`config.mk`:
```
export PLATFORM = sky130hd
export DESIGN_NAME = signed_multicycle_divider
export DESIGN_NICKNAME = d
export VERILOG_FILES = /design/src/rtl/div_pkg.sv /design/src/rtl/div_abs_neg.sv /design/src/rtl/signed_multicycle_divider.sv
export SDC_FILE = /design/constraint.sdc
export NUM_CORES = 1
export LEC_CHECK = 0
export ABC_CLOCK_PERIOD_IN_PS = 8400
export BUFFER_PORTS_ARGS = -buffer_cell sky130_fd_sc_hd__buf_2
export CORE_MARGIN = 10
export CORE_UTILIZATION = 40
export DETAILED_ROUTE_END_ITERATION = 10
export PLACE_DENSITY = 0.62
export SLEW_MARGIN = 20
export SYNTH_ARGS = -nofsm -noshare
export SYNTH_HDL_FRONTEND = slang
export SYNTH_SLANG_ARGS = --single-unit
```
`constraint.sdc`:
```
create_clock -name clk -period 8.4 [get_ports clk]
set_input_delay 2.1 -clock clk [delete_from_list [all_inputs] [get_ports clk]]
set_output_delay 2.1 -clock clk [all_outputs]
set_load 0.02 [all_outputs]
```
`src/rtl/div_pkg.sv`:
```
// div_pkg: shared state encoding, default width and counter sizing for the multicycle divider.
package div_pkg;
   localparam int DEFAULT_WIDTH = 32;
   typedef enum logic [1:0] {IDLE = 2'd0, CALC = 2'd1, FIX = 2'd2, DONE = 2'd3} state_e;
   function automatic int clog2(input int value);
      int r;
      r = 0;
      for (int v = value - 1; v > 0; v = v >> 1) r++;
      return r;
   endfunction
endpackage

```
`src/rtl/div_abs_neg.sv`:
```
// div_abs_neg: conditional two's-complement negate, used for operand magnitudes and result sign fix.
module div_abs_neg #(
   parameter int WIDTH = 32
) (
   input  logic             negate,
   input  logic [WIDTH-1:0] value,
   output logic [WIDTH-1:0] result
);
   assign result = negate ? -value : value;
endmodule

```
`src/rtl/signed_multicycle_divider.sv`:
```
// signed_multicycle_divider: radix-2 restoring signed divider, one quotient bit per clock.
// Optional DIVIDER_UNSIGNED_MODE_EN adds an is_signed input selecting unsigned operation.
module signed_multicycle_divider
   import div_pkg::*;
#(
   parameter int WIDTH = DEFAULT_WIDTH
) (
   input  logic             clk,
   input  logic             rst,
   input  logic             start,
`ifdef DIVIDER_UNSIGNED_MODE_EN
   input  logic             is_signed,
`endif
   input  logic [WIDTH-1:0] dividend,
   input  logic [WIDTH-1:0] divisor,
   output logic             busy,
   output logic             done,
   output logic [WIDTH-1:0] quotient,
   output logic [WIDTH-1:0] remainder,
   output logic             div_by_zero,
   output logic             overflow
);
   localparam int CW = clog2(WIDTH);
   localparam logic [1:0] S_IDLE = IDLE;
   localparam logic [1:0] S_CALC = CALC;
   localparam logic [1:0] S_FIX  = FIX;
   localparam logic [1:0] S_DONE = DONE;
   localparam logic [WIDTH-1:0] MIN_VAL = {1'b1, {(WIDTH-1){1'b0}}};
   logic mode_signed;
`ifdef DIVIDER_UNSIGNED_MODE_EN
   assign mode_signed = is_signed;
`else
   assign mode_signed = 1'b1;
`endif
   logic [1:0] state;
   logic [CW-1:0] cnt;
   logic [WIDTH-1:0] a_reg, b_mag, pr, a_abs, b_abs, q_fixed, r_fixed, diff;
   logic [WIDTH:0] trial;
   logic sign_q, sign_r, dz_r, ov_r, fix_last, accept, ge;
   assign busy   = (state == S_CALC) || (state == S_FIX);
   assign done   = state == S_DONE;
   assign accept = start && ((state == S_IDLE) || (state == S_DONE));
   // a_reg shifts dividend bits out of its top while quotient bits enter at the bottom
   assign trial = {pr, a_reg[WIDTH-1]};
   assign ge    = trial >= {1'b0, b_mag};
   assign diff  = trial[WIDTH-1:0] - b_mag;
   div_abs_neg #(.WIDTH(WIDTH)) u_abs_a (.negate(mode_signed & dividend[WIDTH-1]), .value(dividend), .result(a_abs));
   div_abs_neg #(.WIDTH(WIDTH)) u_abs_b (.negate(mode_signed & divisor[WIDTH-1]), .value(divisor), .result(b_abs));
   div_abs_neg #(.WIDTH(WIDTH)) u_fix_q (.negate(sign_q), .value(a_reg), .result(q_fixed));
   div_abs_neg #(.WIDTH(WIDTH)) u_fix_r (.negate(sign_r), .value(pr), .result(r_fixed));
   // divide-by-zero needs no special remainder path: subtracting 0 every step leaves |dividend| in pr
   always_ff @(posedge clk) begin
      if (rst) begin
         state       <= S_IDLE;
         cnt         <= '0;
         a_reg       <= '0;
         b_mag       <= '0;
         pr          <= '0;
         sign_q      <= 1'b0;
         sign_r      <= 1'b0;
         dz_r        <= 1'b0;
         ov_r        <= 1'b0;
         fix_last    <= 1'b0;
         quotient    <= '0;
         remainder   <= '0;
         div_by_zero <= 1'b0;
         overflow    <= 1'b0;
      end else if (accept) begin
         state       <= S_CALC;
         cnt         <= CW'(WIDTH - 1);
         a_reg       <= a_abs;
         b_mag       <= b_abs;
         pr          <= '0;
         sign_q      <= mode_signed & (dividend[WIDTH-1] ^ divisor[WIDTH-1]);
         sign_r      <= mode_signed & dividend[WIDTH-1];
         dz_r        <= divisor == '0;
         ov_r        <= mode_signed && (dividend == MIN_VAL) && (divisor == '1);
         fix_last    <= 1'b0;
         div_by_zero <= 1'b0;
         overflow    <= 1'b0;
      end else if (state == S_CALC) begin
         a_reg <= {a_reg[WIDTH-2:0], ge};
         pr    <= ge ? diff : trial[WIDTH-1:0];
         cnt   <= cnt - 1'b1;
         if (cnt == '0) state <= S_FIX;
      end else if (state == S_FIX) begin
         // two cycles: the first lets the negated results settle, the second publishes them
         fix_last <= ~fix_last;
         if (fix_last) begin
            state       <= S_DONE;
            quotient    <= dz_r ? '1 : q_fixed;
            remainder   <= r_fixed;
            div_by_zero <= dz_r;
            overflow    <= ov_r;
         end
      end else if (state == S_DONE) begin
         state <= S_IDLE;
      end
   end
endmodule

```
==> impl_metrics.toml <==
[timing]
post-route-worst-setup-slack_ns = 3.99
fin_crit_ns = 4.41
fmax_mhz = 227
drv_slew = 0
hold_viol = 0
relSlewSlack = 0.292
fin_crit_sh = 0.525
worstMarginPinSlew_ns = 1.06
tns_ns = 0
setup_violations = 0
clock_skew_ns = 0.0180
hold_ws_ns = 0.451
rsz0062_at_grt = "false"

[setup_path]
cp_max_fo = 4
start_kind = "input port"
crit_type = "in -> reg"
r2r_slack_ns = 4.33
ff2ff_path_depth = 9
r2r-end = "pr[18]"
r2r_start = "pr[17]"
end_kind = "register"
worstPathArrival_ns = 4.71
cp.required_ns = 8.70

[placement]
gp_congestion = 0.923
dp_hpwl_um = 24500
pre_cts_slack_ns = 3.55
portBuffers = 134
postPlaceCellArea_um2 = 12000

[yosys]
synth_largest_area_cell = "dfxtp_1"
synth_edf_count = 0
synth_top_area_share = 0.313
syn_nets = 1508
synth_seq_cells = 174
synthTopCellsByArea = "dfxtp_1 (31%), xor2_1 (7.0%), a211oi_1 (6.6%)"
synth_warnings = 0
synth.avg_cell_area_um2 = 7.97
synth-main-ff-cell = "dfxtp_1"
synth_cells = 1396
synth_area_um2 = 11100
synth.yosys.seq_area_share = 0.313
synthDistinctLibCells = 62
ys_async_sr_fraction = 0

[floorplanning]
die_x_um = 187
die_area_um2 = 34900
core_area_um2 = 27200
ios = 135
die_y_um = 187
start_util = 0.409
rows = 60

[final_layout]
layout_commonest_cell = "dfxtp_1"
drive_gt1_frac = 0.137
mostFrequentLayoutCells = "dfxtp_1 (174), nor2_1 (157), buf_2 (133), nand2_1 (126), a211oi_1 (98)"
fillerInstances = 2741
syn2layout_area_growth_pct = 13.4
design_area_um2 = 12600
num-nets-final = 1584

[detailed_routing]
dr.pass1.iters = 5
wl_per_cell_um = 17.5
vias_per_cell = 5.59
wirelength_um = 32500
drc = 0
ant_nets = 0
via_count = 10392
drtIter0Drc = 1006

[clock_network]
cts_tree = "yes"
cts-root-buf = "clkbuf_16"
h-tree-depth = 4
numCtsBuffers = 17
post_cts_buffers = 0
clock_path_buffers = 2
cts_resized = 0
postCtsHoldBufs = 0
cts_sinks = 174
clk_pin_slew_ns = 0.07
clock_latency_ns = 0.44

[global_routing]
gr-total-overflow = 0
antenna_found_initial = 2
grt_pass1_wl_um = 51700
grt_max_degree = 88
grt_pass1_vias = 9289
grt_use_total = 0.178

[pwr]
switching_share = 0.464
comb_power_share = 0.521
p_sw_mw = 1.84
vdd_drop_max_uv = 148
seq_power_share = 0.285
p_leak_nw = 4.96
clkPwrFrac = 0.194
intPower_mw = 2.12
p_per_area_nw_per_um2 = 314

[worst_hold_path]
hold-path-endpoint = "remainder[0]"
min_path_type = "reg -> reg"
hold_path_startpoint = "remainder[0]"
whs_path_depth = 2

[outcome]
outcome = "completed"

[flow_run]
drv_cap = 0
final cells by class:
type	count	area, um2	area share
flip-flops and latches	174	3480	0.276
multi-input cells	1081	7150	0.567
clock inverters	15	148	0.0117
repair buffers	142	733	0.0581
well taps	372	465	0.0369
diodes	1	2.50	0.000198
inverters	56	210	0.0167
clock buffers	17	425	0.0337
how the worst max path moves through the flow:
| stage | start | endpoint | slack, ns | cells after the start |
|---|---|---|---|---|
| after detailed placement | dividend[10] | a_reg[30] | 3.55 | 9 |
| after floorplan | dividend[10] | a_reg[30] | 3.92 | 8 |
| final | dividend[10] | a_reg[30] | 3.99 | 9 |
| after global routing | dividend[10] | a_reg[30] | 3.78 | 9 |
| after CTS | dividend[10] | a_reg[30] | 4.00 | 9 |
| after global placement | dividend[10] | a_reg[30] | 3.59 | 9 |
critical path: stages:
cell     delay (ns)
buf_2          0.11
or4_1          0.61
nor4_2         0.33
nand3_1        0.21
or4_1          0.55
or2_1          0.30
o31ai_1        0.26
xor2_1         0.17
o22ai_1        0.08
Yosys cell counts (16+ instances only):
cell,number
dfxtp_1,174
nor2_1,161
nand2_1,126
a211oi_1,98
xor2_1,89
clkbuf_1,77
o21ai_0,73
a21oi_1,67
inv_1,56
xnor2_1,50
o31ai_1,45
ha_1,44
mux2i_1,40
nor3_1,23
o22ai_1,22
nand3_1,21
or4_1,20
a21o_1,16
o41ai_1,16
power by group through the flow:
stage          combinational (mW)  clock (mW)  sequential [mW]
5_1_grt                      2.28       0.828             1.15
3_5_place_dp                 2.02           0             1.14
3_3_place_gp                 2.01           0             1.13
4_1_cts                      2.04       0.789             1.12
2_1_floorplan                1.59           0             1.06
6_report                     2.07       0.771             1.13
cell families (layout without fill, tap and decap cells):
| family | Yosys count | in the layout | share of synthesized area |
|---|---|---|---|
| adders and majority gates | 45 | 45 | 0.0513 |
| muxes | 40 | 40 | 0.0360 |
| xor gates and xnor gates | 139 | 139 | 0.109 |
| other | 0 | 1 | 0 |
| DFF | 174 | 174 | 0.313 |
| and+or+nand+nor | 448 | 448 | 0.192 |
| AOI/OAI and AO/OA | 409 | 409 | 0.251 |
| buffers and inverters | 141 | 230 | 0.0476 |
layer usage:
metal	wire, um	up-vias	GRT usage
li1	-	5256	-
met3	1750	23	0.0279
met5	7	-	0
met4	322	2	0.0422
met2	12600	275	0.237
met1	17800	4836	0.284
stage by stage:
step	util	power, mW	cells
after floorplan	-	2.66	1396
after global placement	0.443	3.14	1825
after detailed placement	0.443	3.16	1825
after CTS	0.464	3.95	1857
after global routing	0.464	4.26	1857
final	0.464	3.97	1858
Note: power is estimated with default switching activity, not from simulation.
